[src/rtl/fm_discriminator_decim.sv]
// rtl/fm_discriminator_decim.sv - FM phase discriminator with integrate-and-dump decimation and 2-entry output FIFO
module fm_discriminator_decim #(
    parameter int IN_W  = 12,
    parameter int DECIM = 32,
    parameter int SHIFT = 3,
    parameter int OUT_W = 16
) (
    input  logic                    clk,
    input  logic                    areset,
    input  logic                    en,
    input  logic signed [IN_W-1:0]  phase,
    output logic signed [OUT_W-1:0] out_data,
    output logic                    out_valid,
    input  logic                    out_ready,
    output logic                    overflow,
    output logic                    clip
);
    localparam int CNT_W = $clog2(DECIM);
    localparam int ACC_W = IN_W + CNT_W;
    // Working width for the scaled sum: wide enough to hold both the sum and the output range
    localparam int CW    = (ACC_W > OUT_W) ? ACC_W : OUT_W;
    localparam logic [CNT_W-1:0]     CNT_LAST = CNT_W'(DECIM - 1);
    localparam logic signed [CW-1:0] OUT_MAX  = {{(CW-OUT_W+1){1'b0}}, {(OUT_W-1){1'b1}}};
    localparam logic signed [CW-1:0] OUT_MIN  = {{(CW-OUT_W+1){1'b1}}, {(OUT_W-1){1'b0}}};

    logic signed [IN_W-1:0]  phase_in;
    logic                    en_in;
    logic signed [IN_W-1:0]  phase_prev;
    logic                    primed;
    logic signed [IN_W-1:0]  d;
    logic                    d_vld;
    logic signed [ACC_W-1:0] acc;
    logic signed [ACC_W-1:0] acc_next;
    logic [CNT_W-1:0]        cnt;
    logic signed [ACC_W-1:0] sum_r;
    logic                    sum_vld;
    logic signed [CW-1:0]    r_wide;
    logic signed [OUT_W-1:0] res;
    logic                    sat;
    logic signed [OUT_W-1:0] tail;
    logic [1:0]              count;
    logic                    push;
    logic                    pop;

    // Capture the incoming sample and its enable so stage A works from registered inputs
    always_ff @(posedge clk or posedge areset) begin
        if (areset) begin
            phase_in <= '0;
            en_in    <= 1'b0;
        end else begin
            en_in <= en;
            if (en) begin
                phase_in <= phase;
            end
        end
    end

    // Stage A: first difference of phase; modular wrap falls out of IN_W-bit subtraction
    always_ff @(posedge clk or posedge areset) begin
        if (areset) begin
            phase_prev <= '0;
            primed     <= 1'b0;
            d          <= '0;
            d_vld      <= 1'b0;
        end else if (en_in) begin
            phase_prev <= phase_in;
            primed     <= 1'b1;
            if (primed) begin
                d     <= phase_in - phase_prev;
                d_vld <= 1'b1;
            end else begin
                d_vld <= 1'b0;
            end
        end else begin
            d_vld <= 1'b0;
        end
    end

    assign acc_next = acc + ACC_W'(d);

    // Stage B: integrate DECIM differences, then dump the sum and restart
    always_ff @(posedge clk or posedge areset) begin
        if (areset) begin
            acc     <= '0;
            cnt     <= '0;
            sum_r   <= '0;
            sum_vld <= 1'b0;
        end else if (d_vld) begin
            if (cnt == CNT_LAST) begin
                sum_r   <= acc_next;
                acc     <= '0;
                cnt     <= '0;
                sum_vld <= 1'b1;
            end else begin
                acc     <= acc_next;
                cnt     <= cnt + 1'b1;
                sum_vld <= 1'b0;
            end
        end else begin
            sum_vld <= 1'b0;
        end
    end

    assign r_wide = CW'(sum_r) >>> SHIFT;

    // Stage C: scale the dump sum and clamp to the signed output range
    always_comb begin
        res = r_wide[OUT_W-1:0];
        sat = 1'b0;
        if (r_wide > OUT_MAX) begin
            res = OUT_MAX[OUT_W-1:0];
            sat = 1'b1;
        end else if (r_wide < OUT_MIN) begin
            res = OUT_MIN[OUT_W-1:0];
            sat = 1'b1;
        end
    end

    assign push      = sum_vld;
    assign out_valid = (count != 2'd0);
    assign pop       = out_valid & out_ready;

    // Output FIFO: out_data is the registered head, tail holds the second entry
    always_ff @(posedge clk or posedge areset) begin
        if (areset) begin
            out_data <= '0;
            tail     <= '0;
            count    <= 2'd0;
            overflow <= 1'b0;
            clip     <= 1'b0;
        end else begin
            if (push && sat) begin
                clip <= 1'b1;
            end
            case (count)
                2'd0: begin
                    if (push) begin
                        out_data <= res;
                        count    <= 2'd1;
                    end
                end
                2'd1: begin
                    if (push && pop) begin
                        out_data <= res;
                    end else if (push) begin
                        tail  <= res;
                        count <= 2'd2;
                    end else if (pop) begin
                        count <= 2'd0;
                    end
                end
                default: begin
                    if (pop) begin
                        out_data <= tail;
                        if (push) begin
                            tail <= res;
                        end else begin
                            count <= 2'd1;
                        end
                    end else if (push) begin
                        overflow <= 1'b1;
                    end
                end
            endcase
        end
    end
endmodule

[config.mk]
export PLATFORM = sky130hd
export DESIGN_NAME = fm_discriminator_decim
export DESIGN_NICKNAME = d
export VERILOG_FILES = /design/src/rtl/fm_discriminator_decim.sv
export SDC_FILE = /design/constraint.sdc
export NUM_CORES = 1
export LEC_CHECK = 0
export CORE_MARGIN = 2
export CORE_UTILIZATION = 59
export CTS_CLUSTER_SIZE = 20
export DETAILED_ROUTE_END_ITERATION = 12
export PLACE_DENSITY_LB_ADDON = 0.15
export SKIP_CTS_REPAIR_TIMING = 1
export SLEW_MARGIN = 20
export SYNTH_ARGS = -nofsm -noshare
export SYNTH_HDL_FRONTEND = slang
export SYNTH_SLANG_ARGS = --single-unit
export TNS_END_PERCENT = 10
[constraint.sdc]
create_clock -name clk -period 4.2 [get_ports clk]
set_input_delay 0.84 -clock clk [delete_from_list [all_inputs] [get_ports clk]]
set_output_delay 0.84 -clock clk [all_outputs]
set_load 0.01 [all_outputs]
==> key figures, run 1 <==
Yosys
  • Mapped Area: 0.00563 mm^2
  • Synth Area in Compound Gates: 0.181
  • Main combinational cell family by area after synthesis: compound AO/OA/AOI/OAI gates
  • Simple-Gate Fraction of Synth Area: 0.0998
  • Synth Flop Type: dfrtp_1
  • Synthesized net count: between 500 and 600
  • Post-synth EDFFs: 0
  • Sequential area share after synthesis: 0.489
  • Synth warnings: 0
  • Post-Synth Adder-Cell Area: 0.0716
  • Post-synthesis mux area share: 0.0887
  • Synth Area per Inst: roughly 10 um^2
  • FF+latch count, synth: 110
  • Synth async-reset ratio: 1.00
  • Mapped Cells: 538
  • Yosys cell types: 60
  • Synth Area in XOR/XNOR: 0.0289

Power
  • Overall power: approximately 3.7 mW
  • Worst IR Drop VDD: about 0.25 mV
  • Power density cells: around 600 mW/mm^2
  • Static Leak: roughly 2.8 nW

Floorplanning
  • Die area: approximately 0.010 mm^2
  • FP Rows: 35
  • Core region area: a little over 0.009 mm^2
  • Die X: 102 um
  • Die extent in y: ~100 um
  • I/O pins: 35
  • Starting density of the core: 0.609

Clock network
  • CTS Root Cell: clkbuf_8
  • Htree depth: 3
  • Inserted Clock Buffers: 9
  • Reg clk slew, reported paths: around 0.1 ns
  • Worst skew pair latency: 0.37 ns
  • CTS tree: built
  • CTS Buffer Depth: 2
  • Clock sinks: 110

Status
  • Outcome: completed

Routing
  • DRC: 0
  • Final ANT Viol Nets: 0
  • Drt initial violations: roughly 130
  • WL/cell: between 10 and 15 um
  • DR pass1 iterations: 4
  • Routed vias: roughly 3900
  • Drt total wl: between 9000 and 10000 um
  • Via density: 5.69

Timing
  • Fin Setup TNS: 0 ns
  • RSZ-0062 raised after global routing: no
  • Tcrit/Tclk final: 0.644
  • Hold WS: roughly 0.39 ns
  • Worst-Margin Slew: 0.833 ns
  • Highest Clock Rate: approximately 370 MHz
  • Final Max Slew Viols: 0
  • Clock Skew: about 0.013 ns
  • Final setup violation count: 0
  • Slew margin rel.: 0.444
  • Final hold vios: 0
  • Min Clock Period, post-route: 2.71 ns

Global route
  • Total global routing overflow: 0
  • Overall routing resource usage: 0.214
  • First-pass GRT wire length: around 18000 um
  • Vias in the first global route: between 3000 and 4000
  • Initial antenna violation count: 0
  • Largest net degree at the start of global routing: 54

Worst setup path
  • Critical path origin: phase_in[0]
  • CP Max Fanout: 4
  • CP Depth: 9
  • Top cell family by delay on the critical path: compound AO/OA/AOI/OAI gates
  • Setup crit end kind: flip-flop
  • Startpoint Class: flip-flop
  • Setup CP Type: flip-flop to flip-flop
  • Crit-path slowest cell: a2111oi_0
  • WP data arrival: roughly 3.0 ns
  • Critical Path RT: about 4.5 ns
  • Crit path buffers/inverters: 1
  • Critical Path, Cell by Cell: inv_1, ha_1, fa_1, nor2b_1, o21ai_0, a21boi_0, o211ai_1, a2111oi_0, nand3b_1
  • Worst r2r src: phase_in[0]
  • Depth of the most critical reg-to-reg path: 9
  • CP max stage delay: 0.51 ns

Run
  • Max cap viols: 0

Finish
  • Antenna Cells: 0
  • Area grow syn2layout: 10.5%
  • Commonest non-fill, non-tap cells in the layout: 110 x dfrtp_1, 58 x nand2_1, 46 x o21ai_0, 34 x clkdlybuf4s50_1, 31 x mux2_2
  • Fin nets: slightly above 600
  • Proportion of layout cells with a drive suffix above 1: 0.112
  • Final core utilization: 0.673
  • Commonest non-fill, non-tap cell in the layout: dfrtp_1

Worst hold path
  • Hold Startpoint: clip
  • Hold path depth: 0
  • HP Class: flip-flop to flip-flop

Placement
  • Hpwl dp: 7370 um
  • GPL Wtd Cong: roughly 0.89
  • Port Buffer Count: 34
[final timing paths]
| check | slack (ns) | endpoint |
|---|---|---|
| worst min-delay path | 0.39 | clip |
| max in group asynchronous | 2.46 | phase_prev[10] |
| worst min register to register | 0.39 | clip |
| worst max-delay path | 1.49 | d[8] |
| min in group asynchronous | 0.90 | out_data[8] |
| worst max register to register | 1.49 | d[8] |
[stage by stage]
stage | cells | setup WS [ns] | cell area (um^2)
finish | 691 | 1.49 | 6220
global route | 691 | 1.37 | 6220
CTS | 691 | 1.54 | 6210
detailed placement | 675 | 1.55 | 6030
global placement | 675 | 1.63 | 6030
floorplan | 538 | 0.458 | 5630
[layer usage]
metal	track usage	wire length, um	up-vias
li1	-	-	1951
met1	0.273	4430	1883
met2	0.370	4970	79
met3	0.0290	356	21
met4	0.0852	229	0
met5	0	0	-
[power breakdown]
group          switching, mW  internal [mW]  leakage (nW)
combinational          0.933          0.737          1.34
sequential             0.175           1.31          1.34
clock                  0.360          0.227        0.0936
[layout make-up]
| type | count | area [um^2] |
|---|---|---|
| multi-input cells | 372 | 2660 |
| clock buffers | 10 | 128 |
| clock inverters | 6 | 51.3 |
| flip-flops and latches | 110 | 2750 |
| fillers | 776 | 3020 |
| inverters | 27 | 104 |
| well taps | 129 | 161 |
| repair buffers | 37 | 363 |
[cells by family after synthesis]
group           Yosys count
xor+xnor                 17
mux                      46
compound gates          155
buf+inv                  56
simple gates            123
fa+ha+maj                31
flops                   110
[Yosys cell counts (all sizes together) (2+ instances only)]
cell type	count	share of area
a2111oi	2	0.0031
a211oi	4	0.0053
a21boi	2	0.0027
a21o	13	0.018
a21oi	32	0.030
a221oi	2	0.0031
a22o	3	0.0047
a31o	3	0.0047
a31oi	4	0.0056
and3	5	0.0064
buf	9	0.0089
clkbuf	20	0.013
dfrtp	110	0.49
fa	2	0.0071
ha	29	0.064
inv	27	0.018
mux2	31	0.062
mux2i	15	0.027
nand2	58	0.039
nand3	5	0.0044
nand3b	2	0.0027
nand4	5	0.0056
nor2	26	0.017
nor2b	4	0.0044
nor3	7	0.0062
nor3b	2	0.0027
nor4	2	0.0022
o211ai	5	0.0067
o21a	7	0.0093
o21ai	49	0.044
o21bai	2	0.0027
o2bb2ai	11	0.017
o31a	2	0.0031
o31ai	6	0.0080
o32ai	2	0.0044
or2	2	0.0022
xnor2	6	0.0093
xor2	10	0.016
[registers in the layout, summed over array words and instances (netlist names)]
register / cells
d: 12
clip: 1
primed: 1
cnt: 5
phase_in: 12
phase_prev: 12
push: 1
tail: 15
out_data: 15
acc: 17
en_in: 1
overflow: 1
sum_r: 14
count: 2
d_vld: 1
[worst reg2reg max path, cell delays in order (launching register included)]
cell	delay, ns
dfrtp_1	0.35
inv_1	0.06
ha_1	0.22
fa_1	0.39
nor2b_1	0.14
o21ai_0	0.12
a21boi_0	0.49
o211ai_1	0.20
a2111oi_0	0.51
nand3b_1	0.17
Power figures use the tool's default switching activity.
==> run 2: changes to the inputs <==
==> constraint.sdc (replaced) <==
create_clock -name clk -period 2.6 [get_ports clk]
set_input_delay 0.52 -clock clk [delete_from_list [all_inputs] [get_ports clk]]
set_output_delay 0.52 -clock clk [all_outputs]
set_load 0.01 [all_outputs]
==> run 2 against run 1 <==
Effect of this change: die area did not move; clock skew up 0.0029 ns; non-clock buffer count rose by 7; largest cell class unchanged; critical endpoint is now acc[16].
==> key figures, run 2 (synthesis gave the netlist of run 1 again) <==
Global route
  • Total global routing overflow: 0 (unchanged)
  • Initial antenna violation count: 0 (unchanged)
  • First-pass GRT wire length: 17400 um (was 17800 um)
  • Vias in the first global route: 3775 (was 3921)
  • Overall routing resource usage: 0.207 (was 0.214)
  • Largest net degree at the start of global routing: 31 (was 54)

Routing
  • WL/cell: 14.2 um (was 14.5 um)
  • Met2 WL: 4910 um (was 4970 um)
  • Via density: 5.67 (was 5.69)
  • DR top layer: met4 (unchanged)
  • Drt initial violations: 180 (was 127)
  • Met3 wire length: 285 um (was 356 um)
  • Routed vias: 3953 (was 3934)
  • WL met1: 4600 um (was 4430 um)
  • DRC: 0 (unchanged)
  • DR pass1 iterations: 6 (was 4)
  • Drt total wl: 9890 um (was 9990 um)
  • Final ANT Viol Nets: 0 (unchanged)

Worst setup path
  • Critical Path RT: 2.89 ns (was 4.50 ns)
  • RR Endpoint: acc[16] (was d[8])
  • Crit-path slowest cell: or4b_1 (was a2111oi_0)
  • Setup crit end kind: flip-flop (unchanged)
  • Critical Path, Cell by Cell: ha_1, fa_2, a211oi_2, o21ai_2, a31oi_2, a21oi_2, or4b_1, nand4_1 (was inv_1, ha_1, fa_1, nor2b_1, o21ai_0, a21boi_0, o211ai_1, a2111oi_0, nand3b_1)
  • Worst r2r src: d[0] (was phase_in[0])
  • WP data arrival: 2.70 ns (was 3.01 ns)
  • Startpoint Class: flip-flop (unchanged)
  • Setup CP Type: flip-flop to flip-flop (unchanged)
  • CP max stage delay: 0.47 ns (was 0.51 ns)
  • R2r setup slk: 0.19 ns (was 1.49 ns)
  • Depth of the most critical reg-to-reg path: 8 (was 9)
  • Crit path buffers/inverters: 0 (was 1)
  • Top cell family by delay on the critical path: compound AO/OA/AOI/OAI gates (unchanged)
  • CP Max Fanout: 4 (unchanged)

Finish
  • Fin nets: 611 (was 604)
  • Cell Count, Final, Fillers Out: 697 (was 691)
  • Area grow syn2layout: 12.1% (was 10.5%)
  • Commonest non-fill, non-tap cells in the layout: 110 x dfrtp_1, 58 x nand2_1, 46 x o21ai_0, 34 x clkdlybuf4s50_1, 31 x mux2_2 (unchanged)
  • Number of flip-flops under the largest register name: 17 (unchanged)
  • Registers with the most flip-flops: acc (17), out_data (15), tail (15) (unchanged)
  • Antenna Cells: 0 (unchanged)
  • Commonest non-fill, non-tap cell in the layout: dfrtp_1 (unchanged)
  • Proportion of layout cells with a drive suffix above 1: 0.127 (was 0.112)
  • Largest register by flop count: acc (unchanged)
  • Final core utilization: 0.683 (was 0.673)

Timing
  • Clock Skew: 0.0163 ns (was 0.0134 ns)
  • RSZ-0062 raised after global routing: no (unchanged)
  • Tcrit/Tclk final: 0.927 (was 0.644)
  • Final hold vios: 0 (unchanged)
  • Final setup violation count: 0 (unchanged)
  • Worst-Margin Slew: 0.631 ns (was 0.833 ns)
  • Slew margin rel.: 0.578 (was 0.444)
  • Final Worst Setup Slack: 0.189 ns (was 1.49 ns)
  • Final Max Slew Viols: 0 (unchanged)
  • Highest Clock Rate: 415 MHz (was 369 MHz)
  • Fin Setup TNS: 0 ns (unchanged)
  • Min Clock Period, post-route: 2.41 ns (was 2.71 ns)

Placement
  • Place WS: 0.0749 ns (was 1.55 ns)
  • Placed Instances: 682 (was 675)
  • Port Buffer Count: 34 (unchanged)
  • Hpwl dp: 7280 um (was 7370 um)
  • GPL Wtd Cong: 0.917 (was 0.886)

Floorplanning
  • Die X: 102 um (unchanged)
  • Core region area: 0.00924 mm^2 (unchanged)
  • Starting density of the core: 0.609 (unchanged)
  • Die extent in y: 102 um (unchanged)
  • Die area: 0.0103 mm^2 (unchanged)
  • I/O pins: 35 (unchanged)
  • FP Rows: 35 (unchanged)

Clock network
  • CTS Root Cell: clkbuf_8 (unchanged)
  • Worst skew pair latency: 0.36 ns (was 0.37 ns)
  • Inserted Clock Buffers: 9 (unchanged)
  • CTS Buffer Depth: 2 (unchanged)
  • Reg clk slew, reported paths: 0.10 ns (about the same)
  • Htree depth: 3 (unchanged)
  • CTS tree: built (unchanged)
  • Clock sinks: 110 (unchanged)

Power
  • Worst IR Drop VDD: 0.475 mV (was 0.255 mV)
  • Overall power: 6.04 mW (was 3.74 mW)
  • Power density cells: 958 mW/mm^2 (was 601 mW/mm^2)
  • Static Leak: 2.81 nW (was 2.78 nW)

Run
  • Max cap viols: 0 (unchanged)

Worst hold path
  • HP Class: flip-flop to flip-flop (unchanged)
  • WHS Endpoint: clip (unchanged)
  • Hold path depth: 0 (unchanged)
  • Hold Startpoint: clip (unchanged)

Status
  • Outcome: completed (unchanged)
## run 2: cell types whose count changed in the layout (fill, tap and decap cells not counted), sizes merged
| cell | previous run | this run |
|---|---|---|
| buf | 3 | 10 |
| clkinv | 2 | 0 |
| inv | 31 | 29 |
| clkinvlp | 0 | 3 |
## run 2: layout make-up
type	count	area, um^2
Clock buffer	10	138
Clock inverter	5	41.3
Fill cell	743	2930
Inverter	27	105
Multi-Input combinational cell	372	2660
Sequential cell	110	2750
Tap cell	129	161
Timing Repair Buffer	44	453
## run 2: worst max path at each step
stage	from	end	slack, ns	cells after the start
final	d[0]	acc[16]	0.19	8
after global routing	phase_in[0]	d[8]	0.03	10
after CTS	d[0]	acc[16]	0.03	8
after detailed placement	d[0]	acc[16]	0.07	8
after global placement	d[0]	acc[16]	0.12	8
after floorplan	d[0]	acc[16]	0.25	8
## run 2: power breakdown
group	switching, mW	total, mW	internal (mW)	leakage, nW
Sequential	0.289	2.40	2.11	1.34
Clock	0.567	0.947	0.380	0.0858
Combinational	1.49	2.70	1.21	1.38
## run 2: stage by stage
step	hold WS, ns	instance area (um^2)
3_3_place_gp	0.364	6120
3_5_place_dp	0.364	6120
5_1_grt	0.409	6310
4_1_cts	0.390	6300
6_report	0.383	6310
2_1_floorplan	0.439	5630
## run 2: layer usage
metal  GRT usage  vias up
met5           0        -
li1            -     1965
met2       0.362       63
met4      0.0499        0
met1       0.275     1914
met3      0.0255       11
==> run 3: changes to the inputs <==
--- a/config.mk
+++ b/config.mk
@@ -5,8 +5,9 @@
 export SDC_FILE = /design/constraint.sdc
 export NUM_CORES = 1
 export LEC_CHECK = 0
+export ABC_AREA = 1
 export CORE_MARGIN = 2
-export CORE_UTILIZATION = 59
+export CORE_UTILIZATION = 30
 export CTS_CLUSTER_SIZE = 20
 export DETAILED_ROUTE_END_ITERATION = 12
 export PLACE_DENSITY_LB_ADDON = 0.15
==> constraint.sdc (replaced) <==
create_clock -name clk -period 2.05 [get_ports clk]
set_input_delay 0.41 -clock clk [delete_from_list [all_inputs] [get_ports clk]]
set_output_delay 0.41 -clock clk [all_outputs]
set_load 0.01 [all_outputs]
==> run 3 against run 2 <==
Effect of this change: sequential share of layout area fell by 3.4 points; non-clock buffer count rose by 1; clock power rose by 93%; worst hold slack got worse by 0.061 ns; final cell count rose by 51%; wire length rose by 28%; critical path depth rose by 2; worst setup slack improved by 0.026 ns; core utilization fell by 33 points; maximum frequency rose by 31%; die area rose by 100%; clock-buffer cell count did not move; largest power group unchanged.
==> key figures, run 3 <==
Floorplanning
  • Die extent in y: 144 um (was 102 um)
  • Die area: 0.0207 mm^2 (was 0.0103 mm^2)
  • I/O pins: 35 (unchanged)
  • Die X: 144 um (was 102 um)
  • Core region area: 0.0193 mm^2 (was 0.00924 mm^2)
  • Starting density of the core: 0.304 (was 0.609)
  • FP Rows: 51 (was 35)

Finish
  • Number of flip-flops under the largest register name: 17 (unchanged)
  • Registers with the most flip-flops: acc (17), out_data (15), tail (15) (unchanged)
  • Proportion of layout cells with a drive suffix above 1: 0.0659 (was 0.127)
  • Final core utilization: 0.354 (was 0.683)
  • Fin nets: 831 (was 611)
  • Commonest non-fill, non-tap cells in the layout: 285 x nand2_1, 110 x dfrtp_1, 89 x inv_1, 46 x nor2_1, 41 x nand3_1 (was 110 x dfrtp_1, 58 x nand2_1, 46 x o21ai_0, 34 x clkdlybuf4s50_1, 31 x mux2_2)
  • Largest register by flop count: acc (unchanged)
  • Commonest non-fill, non-tap cell in the layout: nand2_1 (was dfrtp_1)
  • Antenna Cells: 0 (unchanged)
  • Post-Layout Inst Area: 0.00685 mm^2 (was 0.00631 mm^2)
  • Area grow syn2layout: 16.6% (was 12.1%)

Yosys
  • Mapped Area: 0.00587 mm^2 (was 0.00563 mm^2)
  • Count leader, synth: nand2_1 (was dfrtp_1)
  • Sequential area share after synthesis: 0.469 (was 0.489)
  • Synthesized net count: 796 (was 585)
  • Synth Area per Inst: 7.84 um^2 (was 10.5 um^2)
  • Synth Flop Type: dfrtp_1 (unchanged)
  • Post-synth EDFFs: 0 (unchanged)
  • Synth top cells by count: 285 x nand2_1, 110 x dfrtp_1, 90 x inv_1, 46 x nor2_1, 41 x nand3_1 (was 110 x dfrtp_1, 58 x nand2_1, 46 x o21ai_0, 31 x mux2_2, 30 x a21oi_1)
  • Top cells by area, synth: dfrtp_1 47%, nand2_1 18%, ha_1 6.2% (was dfrtp_1 49%, ha_1 6.4%, mux2_2 6.2%)
  • Synth async-reset ratio: 1.00 (unchanged)
  • Yosys top cell by area: dfrtp_1 (unchanged)
  • Yosys cell types: 36 (was 60)
  • FF+latch count, synth: 110 (unchanged)
  • Synth warnings: 0 (unchanged)
  • Top cell type's share of synthesized area: 0.469 (was 0.489)
  • Mapped Cells: 749 (was 538)

Global route
  • Total global routing overflow: 0 (unchanged)
  • Overall routing resource usage: 0.134 (was 0.207)
  • Initial antenna violation count: 0 (unchanged)
  • Largest net degree at the start of global routing: 48 (was 31)
  • First-pass GRT wire length: 22100 um (was 17400 um)
  • Vias in the first global route: 4642 (was 3775)

Routing
  • Drt total wl: 12600 um (was 9890 um)
  • Drt initial violations: 166 (was 180)
  • WL/cell: 12.0 um (was 14.2 um)
  • Via density: 4.40 (was 5.67)
  • Final ANT Viol Nets: 0 (unchanged)
  • Routed vias: 4637 (was 3953)
  • DRC: 0 (unchanged)
  • DR pass1 iterations: 5 (was 6)

Power
  • Static Leak: 3.50 nW (was 2.81 nW)
  • Flop pwr share: 0.360 (was 0.397)
  • Sw frac: 0.396 (was 0.388)
  • P_int: 5.34 mW (was 3.70 mW)
  • Clock power frac: 0.207 (was 0.157)
  • Switch Pwr: 3.50 mW (was 2.34 mW)
  • Comb pwr share: 0.433 (was 0.446)
  • Power density cells: 1290 mW/mm^2 (was 958 mW/mm^2)
  • Worst IR Drop VDD: 0.501 mV (was 0.475 mV)

Worst setup path
  • Cell mode on critical path: nand2_1
  • Setup CP Type: flip-flop to flip-flop (unchanged)
  • CP Max Fanout: 4 (unchanged)
  • Critical Path, Cell by Cell: ha_1, fa_2, nand3_1, nand3_2, nand2_1, nand2_1, nand2_1, nand3_1, nand3_1, nand2_1 (was ha_1, fa_2, a211oi_2, o21ai_2, a31oi_2, a21oi_2, or4b_1, nand4_1)
  • Depth of the most critical reg-to-reg path: 10 (was 8)
  • WP data arrival: 2.08 ns (was 2.70 ns)
  • RR Endpoint: sum_r[16] (was acc[16])
  • Setup crit end kind: flip-flop (unchanged)
  • Startpoint Class: flip-flop (unchanged)
  • Worst r2r src: d[0] (unchanged)
  • Critical Path RT: 2.30 ns (was 2.89 ns)
  • R2r setup slk: 0.21 ns (was 0.19 ns)
  • Crit-path slowest cell: dfrtp_1 (was or4b_1)
  • CP max stage delay: 0.39 ns (was 0.47 ns)

Clock network
  • CTS Root Cell: clkbuf_16 (was clkbuf_8)
  • Reg clk slew, reported paths: 0.07 ns (was 0.10 ns)
  • Htree depth: 3 (unchanged)
  • CTS tree: built (unchanged)
  • Clock sinks: 110 (unchanged)
  • Inserted Clock Buffers: 9 (unchanged)
  • Worst skew pair latency: 0.35 ns (was 0.36 ns)
  • CTS Buffer Depth: 2 (unchanged)

Timing
  • RSZ-0062 raised after global routing: no (unchanged)
  • Clock Skew: 0.00891 ns (was 0.0163 ns)
  • Final hold vios: 0 (unchanged)
  • Fin Setup TNS: 0 ns (unchanged)
  • Final Max Slew Viols: 0 (unchanged)
  • Min Clock Period, post-route: 1.84 ns (was 2.41 ns)
  • Slew margin rel.: 0.629 (was 0.578)
  • Worst-Margin Slew: 0.554 ns (was 0.631 ns)
  • Tcrit/Tclk final: 0.895 (was 0.927)
  • Highest Clock Rate: 545 MHz (was 415 MHz)
  • Final setup violation count: 0 (unchanged)

Placement
  • Port Buffer Count: 34 (unchanged)
  • Hpwl dp: 9440 um (was 7280 um)
  • Dpl cell area: 0.00654 mm^2 (was 0.00612 mm^2)
  • GPL Wtd Cong: 0.871 (was 0.917)

Worst hold path
  • HP Class: primary input to async pin (was flip-flop to flip-flop)

Status
  • Outcome: completed (unchanged)

Run
  • Max cap viols: 0 (unchanged)
run 3: cell count changes after synthesis, moves of 11 or more:
cell       delta
nand2_1     +227
nor2_1       +20
o2bb2ai_1    -11
clkbuf_1     -15
inv_1        +63
mux2i_1      -15
o21ai_0      -16
a31oi_1      +13
mux2_2       -22
nand3_1      +36
a21oi_1      -12
run 3: kinds of logic (layout without fill, tap and decap cells):
logic type                 after synthesis  in the layout  share of synthesized area
muxes                                    9              9                     0.0173
AOI/OAI and AO/OA                       75             75                     0.0724
DFF                                    110            110                      0.469
buffers and inverters                  115            155                     0.0801
and+or+nand+nor                        395            395                      0.272
xor gates and xnor gates                14             14                     0.0209
adders and majority gates               31             31                     0.0686
run 3: worst max-delay path by stage:
stage	slack [ns]	to	cells after the start	from
4_1_cts	0.14	sum_r[12]	10	d[0]
2_1_floorplan	0.31	acc[0]	1	areset
3_5_place_dp	0.15	sum_r[12]	10	d[0]
5_1_grt	0.05	sum_r[14]	9	d[11]
3_3_place_gp	0.19	sum_r[16]	10	d[0]
6_report	0.21	sum_r[16]	10	d[0]
run 3: critical path: cells and delay by family (launching register included):
kind	cells	cell delay, ns
and+or+nand+nor	8	0.70
DFF	1	0.39
adders and majority gates	2	0.64
run 3: power by group through the flow:
| stage | sequential [mW] | combinational [mW] | clock (mW) |
|---|---|---|---|
| 5_1_grt | 3.27 | 4.41 | 1.97 |
| 3_5_place_dp | 3.22 | 3.83 | 0 |
| 2_1_floorplan | 3.19 | 2.74 | 0 |
| 4_1_cts | 3.18 | 3.86 | 1.90 |
| 3_3_place_gp | 3.21 | 3.80 | 0 |
| 6_report | 3.18 | 3.83 | 1.83 |
run 3: cell type report:
cell class	count	area, um^2
inverters	94	357
well taps	265	332
multi-input cells	524	2650
fillers	2051	12500
repair buffers	45	448
flip-flops and latches	110	2750
clock inverters	6	70.1
clock buffers	10	239
run 3: stage by stage:
stage               instances  power [mW]  hold slack [ns]  worst slack [ns]
finish                   1054        8.83            0.322             0.214
global route             1054        9.65            0.328            0.0528
CTS                      1054        8.95            0.316             0.141
detailed placement       1038        7.06            0.371             0.148
global placement         1038        7.01            0.370             0.189
floorplan                 749        5.93            0.439             0.311
run 3: layer usage:
layer,routed length [um],up-vias,global-route usage,share of wire
met3,364,18,0.0203,0.029
met5,0,-,0,0
met2,5960,74,0.229,0.47
met1,6020,2118,0.169,0.48
met4,272,0,0.0537,0.022
li1,-,2427,-,-
